## src/rtl/bru_pkg.sv

```systemverilog
// Shared types, funct3 encodings and direction decode for the branch resolve unit.
package bru_pkg;

  localparam int unsigned F3_W = 3;

  localparam logic [F3_W-1:0] F3_BEQ  = 3'b000;
  localparam logic [F3_W-1:0] F3_BNE  = 3'b001;
  localparam logic [F3_W-1:0] F3_BLT  = 3'b100;
  localparam logic [F3_W-1:0] F3_BGE  = 3'b101;
  localparam logic [F3_W-1:0] F3_BLTU = 3'b110;
  localparam logic [F3_W-1:0] F3_BGEU = 3'b111;

  typedef struct packed {
    logic eq;
    logic lt;
    logic ltu;
  } cmp_flags_t;

  // Width-independent part of the stage-1 payload; pc/imm are added at XLEN in the top.
  typedef struct packed {
    cmp_flags_t      flags;
    logic [F3_W-1:0] funct3;
    logic            pred;
  } s1_ctrl_t;

  function automatic logic br_taken(input cmp_flags_t f, input logic [F3_W-1:0] f3);
    logic t;
    t = 1'b0;
    case (f3)
      F3_BEQ:  t = f.eq;
      F3_BNE:  t = !f.eq;
      F3_BLT:  t = f.lt;
      F3_BGE:  t = !f.lt;
      F3_BLTU: t = f.ltu;
      F3_BGEU: t = !f.ltu;
      default: t = 1'b0;
    endcase
    return t;
  endfunction

  function automatic logic br_illegal(input logic [F3_W-1:0] f3);
    return (f3 == 3'b010) || (f3 == 3'b011);
  endfunction

endpackage

```

## src/rtl/br_cmp.sv

```systemverilog
// Width-parametrised equality / signed / unsigned less-than comparator.
module br_cmp #(
  parameter int unsigned W = 32
) (
  input  logic [W-1:0] a_i,
  input  logic [W-1:0] b_i,
  output logic         eq_c,
  output logic         lt_c,
  output logic         ltu_c
);

  assign eq_c  = (a_i == b_i);
  assign lt_c  = ($signed(a_i) < $signed(b_i));
  assign ltu_c = (a_i < b_i);

endmodule

```

## src/rtl/branch_resolve_unit.sv

```systemverilog
// Two-stage pipelined conditional-branch resolver with valid/ready handshake.
// Optional retire/mispredict counters are built when BRU_PERF_CNT_EN is defined.
module branch_resolve_unit
  import bru_pkg::*;
#(
  parameter int unsigned XLEN  = 32,
  parameter int unsigned CNT_W = 32
) (
  input  logic             clk,
  input  logic             rst_n,
  input  logic             flush,
  input  logic             in_valid,
  output logic             in_ready,
  input  logic [XLEN-1:0]  rs1,
  input  logic [XLEN-1:0]  rs2,
  input  logic [2:0]       funct3,
  input  logic [XLEN-1:0]  pc,
  input  logic [XLEN-1:0]  imm,
  input  logic             pred_taken,
  output logic             out_valid,
  input  logic             out_ready,
  output logic             taken,
  output logic [XLEN-1:0]  target,
  output logic [XLEN-1:0]  redirect_pc,
  output logic             mispredict,
  output logic             illegal,
  output logic [CNT_W-1:0] br_count,
  output logic [CNT_W-1:0] misp_count
);

  typedef struct packed {
    s1_ctrl_t        ctrl;
    logic [XLEN-1:0] pc;
    logic [XLEN-1:0] imm;
  } s1_payload_t;

  s1_payload_t     s1_q, s1_d;
  logic            s1_valid_q, s1_valid_d;
  logic            s2_valid_q, s2_valid_d;
  logic            taken_q, taken_d;
  logic            misp_q, misp_d;
  logic            illegal_q, illegal_d;
  logic [XLEN-1:0] target_q, target_d;
  logic [XLEN-1:0] redir_q, redir_d;

  logic eq_c, lt_c, ltu_c;
  logic advance_c, s1_move_c, in_ready_c, accept_c;
  logic s2_taken_c;

  br_cmp #(.W(XLEN)) u_cmp (
    .a_i   (rs1),
    .b_i   (rs2),
    .eq_c  (eq_c),
    .lt_c  (lt_c),
    .ltu_c (ltu_c)
  );

  // Handshake: ready depends only on pipeline state, out_ready and flush.
  assign advance_c  = s2_valid_q && out_ready;
  assign s1_move_c  = s1_valid_q && (!s2_valid_q || advance_c);
  assign in_ready_c = !flush && (!s1_valid_q || !s2_valid_q || advance_c);
  assign accept_c   = in_valid && in_ready_c;
  assign s2_taken_c = br_taken(s1_q.ctrl.flags, s1_q.ctrl.funct3);

  always_comb begin
    s1_d       = s1_q;
    s1_valid_d = s1_valid_q;
    s2_valid_d = s2_valid_q;
    taken_d    = taken_q;
    misp_d     = misp_q;
    illegal_d  = illegal_q;
    target_d   = target_q;
    redir_d    = redir_q;

    if (s1_move_c) begin
      s2_valid_d = 1'b1;
      taken_d    = s2_taken_c;
      misp_d     = s2_taken_c != s1_q.ctrl.pred;
      illegal_d  = br_illegal(s1_q.ctrl.funct3);
      target_d   = s1_q.pc + s1_q.imm;
      redir_d    = s2_taken_c ? (s1_q.pc + s1_q.imm) : (s1_q.pc + XLEN'(4));
    end else if (advance_c) begin
      s2_valid_d = 1'b0;
    end

    if (accept_c) begin
      s1_valid_d            = 1'b1;
      s1_d.ctrl.flags.eq    = eq_c;
      s1_d.ctrl.flags.lt    = lt_c;
      s1_d.ctrl.flags.ltu   = ltu_c;
      s1_d.ctrl.funct3      = funct3;
      s1_d.ctrl.pred        = pred_taken;
      s1_d.pc               = pc;
      s1_d.imm              = imm;
    end else if (s1_move_c) begin
      s1_valid_d = 1'b0;
    end

    // Flush kills both stages; result registers keep their last value.
    if (flush) begin
      s1_valid_d = 1'b0;
      s2_valid_d = 1'b0;
    end
  end

  always_ff @(posedge clk) begin
    if (!rst_n) begin
      s1_valid_q <= 1'b0;
      s2_valid_q <= 1'b0;
      taken_q    <= 1'b0;
      misp_q     <= 1'b0;
      illegal_q  <= 1'b0;
      target_q   <= '0;
      redir_q    <= '0;
    end else begin
      s1_valid_q <= s1_valid_d;
      s2_valid_q <= s2_valid_d;
      taken_q    <= taken_d;
      misp_q     <= misp_d;
      illegal_q  <= illegal_d;
      target_q   <= target_d;
      redir_q    <= redir_d;
    end
  end

  // Stage-1 payload is qualified by s1_valid_q, so it needs no reset.
  always_ff @(posedge clk) begin
    s1_q <= s1_d;
  end

`ifdef BRU_PERF_CNT_EN
  logic [CNT_W-1:0] br_cnt_q, br_cnt_d;
  logic [CNT_W-1:0] misp_cnt_q, misp_cnt_d;

  // Counts retirements, including one that retires on a flush edge.
  always_comb begin
    br_cnt_d   = br_cnt_q;
    misp_cnt_d = misp_cnt_q;
    if (advance_c) begin
      br_cnt_d = br_cnt_q + CNT_W'(1);
      if (misp_q) begin
        misp_cnt_d = misp_cnt_q + CNT_W'(1);
      end
    end
  end

  always_ff @(posedge clk) begin
    if (!rst_n) begin
      br_cnt_q   <= '0;
      misp_cnt_q <= '0;
    end else begin
      br_cnt_q   <= br_cnt_d;
      misp_cnt_q <= misp_cnt_d;
    end
  end

  assign br_count   = br_cnt_q;
  assign misp_count = misp_cnt_q;
`else
  assign br_count   = '0;
  assign misp_count = '0;
`endif

  assign in_ready    = in_ready_c;
  assign out_valid   = s2_valid_q;
  assign taken       = taken_q;
  assign target      = target_q;
  assign redirect_pc = redir_q;
  assign mispredict  = misp_q;
  assign illegal     = illegal_q;

endmodule

```

## config.mk

```make
export PLATFORM = sky130hd
export DESIGN_NAME = branch_resolve_unit
export DESIGN_NICKNAME = d
export VERILOG_FILES = /design/src/rtl/bru_pkg.sv /design/src/rtl/br_cmp.sv /design/src/rtl/branch_resolve_unit.sv
export SDC_FILE = /design/constraint.sdc
export NUM_CORES = 1
export LEC_CHECK = 0
export ABC_AREA = 1
export BUFFER_PORTS_ARGS = -buffer_cell sky130_fd_sc_hd__buf_2
export CAP_MARGIN = 30
export CORE_AREA = 4 4 141 143
export CTS_BUF_LIST = sky130_fd_sc_hd__clkbuf_4
export CTS_CLUSTER_SIZE = 12
export DETAILED_ROUTE_END_ITERATION = 8
export DIE_AREA = 0 0 145 147
export PLACE_DENSITY = 0.77
export SLEW_MARGIN = 5
export SYNTH_ARGS = -nofsm -noshare
export SYNTH_HDL_FRONTEND = slang
export SYNTH_SLANG_ARGS = --single-unit
```

## constraint.sdc

```tcl
create_clock -name clk -period 5.33 [get_ports clk]
set_input_delay 0.2665 -clock clk [delete_from_list [all_inputs] [get_ports clk]]
set_output_delay 0.2665 -clock clk [all_outputs]
set_load 0.01 [all_outputs]
```

==> impl_metrics.env <==
export IMPL_port_buffers=205
export IMPL_grt_first_pass_wirelength_um=43490
export IMPL_die_w_um=145
export IMPL_final_cell_area_um2=11230
export IMPL_hold_viol_final=0
export IMPL_drive_gt1_share_pct=17.00
export IMPL_layout_commonest_cell="nand2_1"
export IMPL_p_comb_share_pct=22.1
export IMPL_leakagePower_nw=5.952
export IMPL_core_area_um2=18580
export IMPL_clk_latency_ns=0.57
export IMPL_crit_fanout=45
export IMPL_dieArea_um2=21320
export IMPL_mostFrequentLayoutCells="nand2_1, buf_2, inv_1, nor2_1"
export IMPL_n_fill_cell=1677
export IMPL_synth_main_ff_cell="edfxtp_1"
export IMPL_max_slew_worst_pin_slew_ns=0.9080
export IMPL_relSlewSlack_pct=39.32
export IMPL_cp_data_required_time_ns=5.77
export IMPL_drt_initial_drc_count=661
export IMPL_chipHeight_um=147
export IMPL_crit_path_end_kind="register"
export IMPL_p_sw_w=0.0007552
export IMPL_hold_ws_ns=0.2059
export IMPL_hp_class="in -> reg"
export IMPL_drc=0
export IMPL_seqCellArea_um2=3513
export IMPL_status="finished, final reports clean"
export IMPL_fin_crit_ns=2.617
export IMPL_initial_core_util_pct=49.64
export IMPL_synthArstFlopShare_pct=0
export IMPL_period_share_pct=49.11
export IMPL_synth_edff_count=71
export IMPL_drv_slew=0
export IMPL_viasPerCell=5.039
export IMPL_h_tree_depth=4
export IMPL_p_total_w=0.002442
export IMPL_finalSetupTns_ns=0
export IMPL_rows=50
export IMPL_syn_cell_area_um2=9223
export IMPL_clkSlewWorstSetupHoldPaths_ns=0.13
export IMPL_post_dp_cell_area_um2=10240
export IMPL_antenna_found_initial=1
export IMPL_crit_path_start_kind="primary input"
export IMPL_cts_sinks=140
export IMPL_cts_max_path_buffers=2
export IMPL_switching_share_pct=30.93
export IMPL_cap_violations=0
export IMPL_wl_per_cell_um=15.54
export IMPL_power_density_nw_per_um2=217.4
export IMPL_synth_cell_types=44
export IMPL_grt_setup_unrepaired="no"
export IMPL_first_global_vias=8689
export IMPL_multiInputGateArea_um2=4627
export IMPL_syn_to_final_growth_pct=21.76
export IMPL_fin_nets=1730
export IMPL_grtUsageTotal_pct=25.44
export IMPL_cts_resized_gates=0
export IMPL_io_pins=270
export IMPL_crit_type="in -> reg"
export IMPL_cp_arrival_ns=3.06
export IMPL_wirelength_um=27590
export IMPL_fmax_ghz=0.3821
export IMPL_dpl_hpwl_um=21300
export IMPL_cts_tree="done"
export IMPL_drt_pass1_iter_count=8
export IMPL_fin_skew_ns=0.02502
export IMPL_clkPwrFrac_pct=27.9
export IMPL_finalSetupViolations=0
export IMPL_cts_root_buf="clkbuf_4"
export IMPL_routed_via_count=8949
export IMPL_antenna_left=0
export IMPL_grt_max_degree=59
export IMPL_cts_buffers=17
export IMPL_gp_congestion=0.9906
export IMPL_seqPwrFrac_pct=50.0
export IMPL_vdd_drop_max_v=0.0001567
export IMPL_rrSetupSlack_ns=2.76
export IMPL_yosysSeqAreaShare_pct=38.10
export IMPL_syn_inst=1252
export IMPL_yosysWarnings=0
export IMPL_synth_seq_cells=140
export IMPL_avgSynthCellArea_um2=7.366
export IMPL_grt_overflow=0
export IMPL_p_int_w=0.001686
==> state kept, by name, indices dropped and copies added, names as in the netlist <==
| signal | cells |
|---|---|
| s1_q | 71 |
| redirect_pc | 32 |
| target | 32 |
| s1_valid_q | 1 |
| illegal | 1 |
| out_valid | 1 |
| taken | 1 |
| mispredict | 1 |
==> layout make-up <==
cell class | instances | share of cell area [%]
Multi-Input combinational cell | 889 | 41.20
Sequential cell | 140 | 31.29
Timing Repair Buffer | 280 | 15.73
Inverter | 200 | 6.685
Tap cell | 234 | 2.607
Clock buffer | 20 | 1.337
Clock inverter | 12 | 1.125
Antenna cell | 1 | 0.02228
==> per-stage QoR <==
step                      instances  setup WS [ns]  utilization [%]
after floorplan                1315          1.272                -
after global placement         1672          2.826            55.11
after detailed placement       1672          2.779            55.11
after CTS                      1775          2.821            60.42
after global routing           1776          2.511            60.44
final                          1776          2.713            60.44
==> power groups by stage <==
| stage | clock [W] | sequential (W) | combinational, W |
|---|---|---|---|
| 2_1_floorplan | 0 | 0.00125 | 0.000340 |
| 3_3_place_gp | 0 | 0.00125 | 0.000480 |
| 3_5_place_dp | 0 | 0.00124 | 0.000489 |
| 4_1_cts | 0.000693 | 0.00122 | 0.000532 |
| 5_1_grt | 0.000740 | 0.00123 | 0.000604 |
| 6_report | 0.000681 | 0.00122 | 0.000539 |
==> metal layers <==
layer	wire length, um	global-route usage (%)
met5	0	0
met4	1053	10.36
met3	1913	5.305
met2	13680	45.59
met1	10950	29.81
==> critical path, stage by stage <==
cell and delay (ns):
dlygate4sd3_1 0.53, buf_2 0.12, inv_1 0.04, nand2_1 0.08, nand2_1 0.07, buf_4 0.42, inv_1 0.11, nand2_1 0.55
inv_2 0.42, nand3_1 0.20, nand2_1 0.06, nor2_1 0.10, nor2_1 0.05
==> synthesized netlist by cell type, types with 10 or more instances <==
| library cell | count | area (um^2) |
|---|---|---|
| nand2_1 | 330 | 1239 |
| inv_1 | 197 | 739.5 |
| nor2_1 | 126 | 473.0 |
| edfxtp_1 | 71 | 2132 |
| a21oi_1 | 70 | 350.3 |
| dfxtp_1 | 69 | 1381 |
| buf_4 | 65 | 488.0 |
| ha_1 | 64 | 800.8 |
| nand3_1 | 60 | 300.3 |
| o21ai_0 | 40 | 200.2 |
| xor2_1 | 16 | 140.1 |
| nor3_1 | 15 | 75.07 |
| o211ai_1 | 15 | 112.6 |
| nand4_1 | 14 | 87.58 |
| clkbuf_1 | 13 | 48.80 |
| xnor2_1 | 10 | 87.58 |
==> repair_timing <==
| item | CTS | global route |
|---|---|---|
| hold buffers | 71 | 0 |
| endpoints found under the hold margin | 70 | 0 |
| setup buffers | 0 | 0 |
==> path summary, 6_finish.rpt <==
kind                           to  depth (start not counted)       from
setup / recovery  redirect_pc[25]                         13  out_ready
hold / removal     redirect_pc[2]                          3      rst_n
setup reg to reg  redirect_pc[25]                         10  out_valid
hold reg to reg         target[2]                          2  target[2]
==> cell families (layout without fill, tap and decap cells) <==
group                      Yosys count  after routing  share of synthesized area (%)
AOI/OAI and AO/OA                  154            154                          9.537
xor gates and xnor gates            26             26                          2.469
adders and majority gates           65             65                          8.900
buffers and inverters              286            512                          14.38
DFF                                140            140                          38.10
other                                1             65                        0.04066
and+or+nand+nor                    580            580                          26.58
(Power assumes the default switching activity.)
